--- src/rtl/breath_pkg.sv ---
// rtl/breath_pkg.sv - shared state type and default timing for the breathing-LED sequencer
package breath_pkg;

  typedef enum logic [2:0] {
    S_IDLE,
    S_RISE,
    S_HOLD_ON,
    S_FALL,
    S_HOLD_OFF
  } breath_state_t;

  localparam int DEF_CLK_DIV   = 100;
  localparam int DEF_PWM_STEPS = 1000;

endpackage

--- src/rtl/pwm_core.sv ---
// rtl/pwm_core.sv - prescaled PWM counter with registered compare output and frame strobe
module pwm_core
  import breath_pkg::*;
#(
  parameter int CLK_DIV   = DEF_CLK_DIV,
  parameter int PWM_STEPS = DEF_PWM_STEPS,
  parameter int DUTY_W    = 10
) (
  input  logic              clk,
  input  logic              rst_n,
  input  logic              clr_i,
  input  logic [DUTY_W-1:0] duty_i,
  input  logic              invert_i,
  output logic              led_o,
  output logic              fb_o
);

  localparam int PRE_W = (CLK_DIV > 1) ? $clog2(CLK_DIV) : 1;

  logic [PRE_W-1:0]  presc_q, presc_d;
  logic [DUTY_W-1:0] cnt_q, cnt_d;
  logic              led_q, led_d;
  logic              tick;

  assign tick  = (presc_q == PRE_W'(CLK_DIV - 1));
  assign fb_o  = tick && (cnt_q == DUTY_W'(PWM_STEPS - 1));
  assign led_o = led_q;

  always_comb begin
    presc_d = tick ? '0 : presc_q + PRE_W'(1);
    cnt_d   = cnt_q;
    if (tick) begin
      cnt_d = fb_o ? '0 : cnt_q + DUTY_W'(1);
    end
    led_d = (cnt_q < duty_i) ^ invert_i;
    // A clear restarts the frame and drops the pin to its idle level at once.
    if (clr_i) begin
      presc_d = '0;
      cnt_d   = '0;
      led_d   = invert_i;
    end
  end

  always_ff @(posedge clk or negedge rst_n) begin
    if (!rst_n) begin
      presc_q <= '0;
      cnt_q   <= '0;
      led_q   <= 1'b0;
    end else begin
      presc_q <= presc_d;
      cnt_q   <= cnt_d;
      led_q   <= led_d;
    end
  end

endmodule

--- src/rtl/breath_led_seq.sv ---
// rtl/breath_led_seq.sv - breathing envelope FSM stepping PWM duty on frame boundaries
module breath_led_seq
  import breath_pkg::*;
#(
  parameter int CLK_DIV   = DEF_CLK_DIV,
  parameter int PWM_STEPS = DEF_PWM_STEPS,
  parameter int DUTY_W    = 10,
  parameter int HOLD_W    = 8,
  parameter int REP_W     = 8
) (
  input  logic              clk,
  input  logic              rst_n,
  input  logic              start,
  input  logic              stop,
  input  logic [DUTY_W-1:0] cfg_step,
  input  logic [HOLD_W-1:0] cfg_hold_on,
  input  logic [HOLD_W-1:0] cfg_hold_off,
  input  logic [REP_W-1:0]  cfg_repeat,
  input  logic              cfg_invert,
  output logic              led,
  output logic              busy,
  output logic              done,
  output logic [DUTY_W-1:0] duty
);

  localparam logic [DUTY_W:0] STEPS_X = (DUTY_W + 1)'(PWM_STEPS);

  breath_state_t     state_q, state_d;
  logic [DUTY_W-1:0] duty_q, duty_d, step_q, step_d;
  logic [HOLD_W-1:0] hold_q, hold_d, hon_q, hon_d, hoff_q, hoff_d;
  logic [REP_W-1:0]  cyc_q, cyc_d, rep_q, rep_d, cyc_inc;
  logic              inv_q, inv_d, done_q, done_d;
  logic              clr, fb;
  logic [DUTY_W:0]   sum;
  logic [HOLD_W:0]   hold_inc;

  pwm_core #(
    .CLK_DIV  (CLK_DIV),
    .PWM_STEPS(PWM_STEPS),
    .DUTY_W   (DUTY_W)
  ) u_pwm (
    .clk     (clk),
    .rst_n   (rst_n),
    .clr_i   (clr),
    .duty_i  (duty_q),
    .invert_i(inv_q),
    .led_o   (led),
    .fb_o    (fb)
  );

  always_comb begin
    state_d  = state_q;
    duty_d   = duty_q;
    step_d   = step_q;
    hold_d   = hold_q;
    hon_d    = hon_q;
    hoff_d   = hoff_q;
    cyc_d    = cyc_q;
    rep_d    = rep_q;
    inv_d    = inv_q;
    done_d   = 1'b0;
    clr      = 1'b0;
    sum      = {1'b0, duty_q} + {1'b0, step_q};
    hold_inc = {1'b0, hold_q} + (HOLD_W + 1)'(1);
    cyc_inc  = cyc_q + REP_W'(1);

    if (stop && state_q != S_IDLE) begin
      state_d = S_IDLE;
      duty_d  = '0;
      clr     = 1'b1;
    end else if (state_q == S_IDLE) begin
      if (start && !stop) begin
        step_d  = (cfg_step == '0) ? DUTY_W'(1) : cfg_step;
        hon_d   = cfg_hold_on;
        hoff_d  = cfg_hold_off;
        rep_d   = cfg_repeat;
        inv_d   = cfg_invert;
        duty_d  = '0;
        hold_d  = '0;
        cyc_d   = '0;
        clr     = 1'b1;
        state_d = S_RISE;
      end
    end else if (fb) begin
      unique case (state_q)
        S_RISE: begin
          if (sum >= STEPS_X) begin
            duty_d  = DUTY_W'(PWM_STEPS);
            hold_d  = '0;
            state_d = S_HOLD_ON;
          end else begin
            duty_d = sum[DUTY_W-1:0];
          end
        end
        // Holds of 0 and 1 both dwell a single frame.
        S_HOLD_ON: begin
          if (hold_inc >= {1'b0, hon_q}) begin
            hold_d  = '0;
            state_d = S_FALL;
          end else begin
            hold_d = hold_inc[HOLD_W-1:0];
          end
        end
        S_FALL: begin
          if (duty_q <= step_q) begin
            duty_d  = '0;
            hold_d  = '0;
            state_d = S_HOLD_OFF;
          end else begin
            duty_d = duty_q - step_q;
          end
        end
        S_HOLD_OFF: begin
          if (hold_inc >= {1'b0, hoff_q}) begin
            hold_d = '0;
            cyc_d  = cyc_inc;
            if (rep_q != '0 && cyc_inc == rep_q) begin
              state_d = S_IDLE;
              done_d  = 1'b1;
            end else begin
              state_d = S_RISE;
            end
          end else begin
            hold_d = hold_inc[HOLD_W-1:0];
          end
        end
        default: ;
      endcase
    end
  end

  always_ff @(posedge clk or negedge rst_n) begin
    if (!rst_n) begin
      state_q <= S_IDLE;
      duty_q  <= '0;
      step_q  <= '0;
      hold_q  <= '0;
      hon_q   <= '0;
      hoff_q  <= '0;
      cyc_q   <= '0;
      rep_q   <= '0;
      inv_q   <= 1'b0;
      done_q  <= 1'b0;
    end else begin
      state_q <= state_d;
      duty_q  <= duty_d;
      step_q  <= step_d;
      hold_q  <= hold_d;
      hon_q   <= hon_d;
      hoff_q  <= hoff_d;
      cyc_q   <= cyc_d;
      rep_q   <= rep_d;
      inv_q   <= inv_d;
      done_q  <= done_d;
    end
  end

  assign busy = (state_q != S_IDLE);
  assign done = done_q;
  assign duty = duty_q;

endmodule

--- config.mk ---
export PLATFORM = sky130hd
export DESIGN_NAME = breath_led_seq
export DESIGN_NICKNAME = d
export VERILOG_FILES = /design/src/rtl/breath_pkg.sv /design/src/rtl/pwm_core.sv /design/src/rtl/breath_led_seq.sv
export SDC_FILE = /design/constraint.sdc
export NUM_CORES = 1
export LEC_CHECK = 0
export BUFFER_PORTS_ARGS = -buffer_cell sky130_fd_sc_hd__buf_2
export CAP_MARGIN = 20
export CORE_ASPECT_RATIO = 1.5
export CORE_UTILIZATION = 65
export CTS_CLUSTER_SIZE = 16
export DETAILED_ROUTE_END_ITERATION = 10
export GPL_TIMING_DRIVEN = 1
export PLACE_DENSITY = 0.86
export RECOVER_POWER = 25
export SETUP_SLACK_MARGIN = 0.3
export SYNTH_ARGS = -nofsm -noshare
export SYNTH_HDL_FRONTEND = slang
export SYNTH_SLANG_ARGS = --single-unit
export TNS_END_PERCENT = 10
--- constraint.sdc ---
create_clock -name clk -period 10.15 [get_ports clk]
set_input_delay 2.03 -clock clk [delete_from_list [all_inputs] [get_ports clk]]
set_output_delay 2.03 -clock clk [all_outputs]
set_load 0.03 [all_outputs]
# --- Word-level counts from Yosys, hierarchy flattened ---
# Index checks and enable logic that the tools add are counted.
op_classes:
  n_addsub: 6
  n_lt_le_gt_ge: 5
  n_eq_ne: 15
  mux: 45
  bitwise: 2
  n_reduce_logical: 22
op_table:
  columns: ["operator", "n"]
  rows:
  - ["$mux 10", 10]
  - ["$mux 8", 11]
  - ["$pmux 8 s4", 1]
  - ["$mux 3", 8]
  - ["$pmux 10 s2", 1]
  - ["$ge 9x8->1", 2]
  - ["$ne 4x4->1 const B", 4]
  - ["$mux 7", 2]
  - ["$pmux 3 s4", 1]
  - ["$add 10x10->11", 1]
  - ["$ge 11x10->1 const B", 1]
  - ["$mux 1", 11]
  - ["$add 10x1->10 const B", 1]
  - ["$eq 10x10->1 const B", 1]
  - ["$le 10x10->1", 1]
  - ["$logic_not 10->1", 1]
  - ["$lt 10x10->1", 1]
  - ["$sub 10x10->10", 1]
  - ["$add 8x1->9 const B", 1]
  - ["$add 8x1->8 const B", 1]
  - ["$eq 8x8->1", 1]
  - ["$reduce_bool 2->1", 4]
  - ["$reduce_bool 8->1", 1]
  - ["$add 7x1->7 const B", 1]
  - ["20 further kinds", 27]
totals:
  ff_bits: 83
  input_bits: 39
  out_inout_bits: 13

# --- Longest topological paths before layout ---
depth:
  ltp_word: 9
  ltp_mapped: 15

# --- Modules after synthesis ---
# A second synthesis with hierarchy kept.
unflattened:
  cells_unflattened: 623
  area_unflattened_um2: 5910.7
by_module_without_submodules:
  columns: ["mod", "instances", "cells_each", "area_per_inst_um2", "seq_area_each_um2"]
  rows:
  - ["breath_led_seq", 1, 508, 4748.3, 1626.6]
  - ["pwm_core", 1, 115, 1162.4, 450.4]

# --- Worst setup path before layout ---
# Ideal clock, no wire load.
synth_timing:
  path_kind: "register -> register"
  from: "register duty_q[4], in the netlist duty[4]"
  to: "register hold_q[0]"
  setup_ns: 0.125
  t_arrival_ns: 3.266
  t_required_ns: 10.025
  path_slack_ns: 6.759
  path_stages_with_launch: 11
  n_path_buf: 1
  period_less_slack_ns: 3.391
  cell_sequence: "dfrtp_1 > ha_1 > or2_2 > or3_1 > o211a_4 > xnor2_2 > nor4_4 > a2111oi_1 > or4_1 > buf_6 > mux2_4"
synth_via:
  elab_chain_cells: 4
  word_cells_on_any_way: 6
  cone_classes: "add/sub (1); order compare (2); eq/ne (2); reduce/logical (1)"
synth_rtl:
  columns: ["element", "line", "rtl"]
  rows:
  - ["start, declared", "breath_led_seq.sv:29", "logic [DUTY_W-1:0] duty_q, duty_d, step_q, step_d;"]
  - ["start signal, assigned", "breath_led_seq.sv:146", "duty_q <= duty_d;"]
  - ["$add 10x10->11", "breath_led_seq.sv:63", "sum = {1'b0, duty_q} + {1'b0, step_q};"]
  - ["$ge 11x10->1", "breath_led_seq.sv:87", "if (sum >= STEPS_X) begin"]
  - ["$ne 3x3->1 (no line)", null, null]
  - ["$reduce_and 6->1 (no line) *", null, null]
  - ["end signal, assigned", "breath_led_seq.sv:148", "hold_q <= hold_d;"]
  - ["end, declared", "breath_led_seq.sv:30", "logic [HOLD_W-1:0] hold_q, hold_d, hon_q, hon_d, hoff_q, hoff_d;"]
# Every way passes the cells marked *; elsewhere a longest branch is shown, timed or not.
# A chain may end at the register's enable or synchronous reset.

# --- Worst setup path in the final report ---
layout_timing:
  from: "input port stop"
  to: "register u_pwm.led_q, in the netlist u_pwm.led_o"
layout_via:
  elab_chain_cells: 6
  word_cells_on_any_way: 7
  cone_classes: "mux (4); reduce/logical (3)"
layout_rtl:
  columns: ["element", "line", "rtl"]
  rows:
  - ["start, declared", "breath_led_seq.sv:14", "input logic stop,"]
  - ["$logic_not 1->1", "breath_led_seq.sv:72", "if (start && !stop) begin"]
  - ["$logic_and 1x1->1", "breath_led_seq.sv:72", null]
  - ["$mux 1", "breath_led_seq.sv:72", null]
  - ["$mux 1", "breath_led_seq.sv:71", "end else if (state_q == S_IDLE) begin"]
  - ["$mux 1 *", "breath_led_seq.sv:67", "if (stop && state_q != S_IDLE) begin"]
  - ["$mux 1 *", "pwm_core.sv:37", "if (clr_i) begin"]
  - ["named net u_pwm.led_d", "pwm_core.sv:22", "logic led_q, led_d;"]
  - ["end signal, assigned", "pwm_core.sv:52", "led_q <= led_d;"]
  - ["end, declared", "pwm_core.sv:22", null]
# Mark *: on every way through the listed nets, which the timed path passes. The rest lies on a longest branch.

==> impl_metrics.yaml <==
global_routing:
  grt_pass1_wl_mm: 23.8
  gr-total-overflow: 0
  antenna_found_initial: 0
  gr-usage-all-layers_pct: 33.2
  grt_max_degree: 84
  grt_pass1_vias: 5025
job:
  drv_cap: 1
finish:
  syn_to_final_growth_pct: 11.6
  diodes: 0
  fin_util_pct: 75.9
  fin_nets: 755
  final_common_cell: "dfrtp_1"
  layout_common_cells: "83 x dfrtp_1, 58 x inv_1, 50 x buf_2"
  drive_gt1_share_pct: 18.8
  final_cells: 777
hold_path:
  holdPathStages: 1
  hold_end: "u_pwm.presc_q[0]"
  hp-start: "u_pwm.presc_q[0]"
  min_path_type: "register to register"
sta:
  period_share_pct: 41.4
  final_max_slew_viol_count: 45
  hold_viol_final: 0
  min_period_ns: 4.20
  setup_viol: 0
  tightest_slew_ns: 2.47
  rsz0062_at_grt: "false"
  tns_ns: 0
  fmax_mhz: 238
  skew_ns: 0.00644
  max-slew-margin-rel_pct: -64.8
clock_tree:
  cts.sinks: 83
  cts_buffer_depth: 2
  cts_root_buf: "clkbuf_16"
  cts_max_level: 3
  cts_resized: 0
  postCtsHoldBufs: 0
  cts_buffers: 9
  post_cts_buffers: 0
  clk_latency_ns: 0.34
  cts_tree: "built"
  clk_pin_slew_ns: 0.06
critical_path:
  cp-end-kind: "register"
  r2r_end: "hold_q[0]"
  worstPathMaxFanout: 38
  rr_startpoint: "duty[0]"
  cp_data_required_time_ns: 10.38
  crit_path_start_kind: "primary input"
  ff2ff_setup_slack_ns: 6.28
  r2r_cells: 10
  path_class: "primary input to register"
  cp.arrival_ns: 4.43
detailed_routing:
  wl_mm: 14.6
  drt_iter0_drc: 310
  first_pass_iters: 5
  drc: 0
  num_vias: 4967
  wl_per_cell_um: 18.8
  ant_nets: 0
  viasPerCell: 6.39
placement:
  place.gp.congestion: 0.979
  hpwl_mm: 10.8
  place_inst: 760
  io_buffers: 51
floorplanning:
  dieHeight_um: 118
  die_area_mm2: 0.00930
  ios: 52
  fp.dieW_um: 79.1
  num_rows: 41
  core_mm2: 0.00852
  start_util_pct: 68.0
synthesis:
  synth_flop_cell: "dfrtp_1"
  syn-num-nets: 711
  synthCells: 621
  async_flop_share_pct: 100
  ys_seq_elements: 83
  yosysWarnings: 0
  ys_seq_area_share_pct: 35.9
  synth_edf_count: 0
  synth.distinct_cells: 70
  syn_area_mm2: 0.00579
  avgSynthCellArea_um2: 9.32
power:
  total_power_mw: 1.12
  leakage_nw: 3.04
  vdd_drop_max_v: 0.000152
  p_per_area_mw_per_mm2: 173
status:
  status: "complete, but fails checks"
  violations: "max-capacitance violations, max-slew violations"
==> flip-flops by register name (all words and copies together) (netlist names) <==
signal         cells
u_pwm.cnt_q       10
hold_q             8
hoff_q             8
rep_q              8
cyc_q              8
inv_q              1
duty              10
u_pwm.led_o        1
hon_q              8
done               1
state_q            3
step_q            10
u_pwm.presc_q      7
==> stage by stage <==
stage	hold slack, ns	setup WS [ns]	area [um2]
floorplan	0.424	6.76	5790
global placement	0.438	5.77	6110
detailed placement	0.473	5.60	6110
CTS	0.482	5.97	6440
global route	0.495	5.68	6460
finish	0.483	5.95	6460
==> cell usage after synthesis (all sizes together), types with 4 or more instances <==
cell	instances	area [um2]
nor3	14	70.1
nor2b	11	76.3
xnor2	22	200
clkbuf	19	72.6
dfrtp	83	2080
o211ai	5	37.5
nand4	7	43.8
ha	49	613
nor4	6	58.8
nand3	22	110
xor2	13	114
a31oi	6	37.5
inv	58	218
mux2	44	526
and3	11	68.8
a21oi	30	154
nand2b	7	43.8
or4	4	30.0
or3	7	43.8
nand2	39	146
o31ai	7	52.6
nor2	50	190
o221ai	4	35.0
o21ai	42	210
==> how the worst max path moves through the flow <==
stage,from,endpoint,slack [ns],depth (start not counted)
2_1_floorplan,duty[4],hold_q[0],6.76,10
6_report,stop,u_pwm.led_o,5.95,9
3_3_place_gp,stop,u_pwm.cnt_q[4],5.77,9
3_5_place_dp,stop,u_pwm.cnt_q[0],5.60,8
5_1_grt,stop,u_pwm.cnt_q[4],5.68,9
4_1_cts,stop,u_pwm.cnt_q[6],5.97,9
==> power breakdown <==
group / switching (mW) / internal, mW / total, mW
registers: 0.0408 / 0.375 / 0.416
clock network: 0.133 / 0.230 / 0.363
logic: 0.199 / 0.140 / 0.340
==> critical path: stages <==
cell and delay [ns]:
buf_2 0.19, nor2b_1 0.09, nand2_1 0.07, buf_4 0.42
a21boi_0 0.72, nand2b_1 0.23, a21oi_1 0.22, o311ai_0 0.14
or3_1 0.31
==> area by class of cell <==
type	instances	area, um2
multi-input combinational	459	3410
sequential	83	2080
fill	610	2050
timing repair buffer	54	289
clock buffer	11	253
inverter	58	218
tap	107	134
clock inverter	5	85.1
==> logic make-up after synthesis <==
kind of cell,count (synthesis),synth area share [%]
xor+xnor,35,5.42
simple gates,191,16.9
mux,46,9.42
compound gates,136,15.8
flops,83,35.9
buf+inv,79,5.29
fa+ha+maj,51,11.3
==> metal layers <==
| layer | up-vias | wire length, um | GRT usage (%) |
|---|---|---|---|
| li1 | 2306 | - | - |
| met4 | 0 | 935 | 23.2 |
| met3 | 59 | 729 | 6.12 |
| met1 | 2395 | 5460 | 35.9 |
| met5 | - | 0 | 0 |
| met2 | 207 | 7510 | 57.0 |
Power figures use the tool's default switching activity.
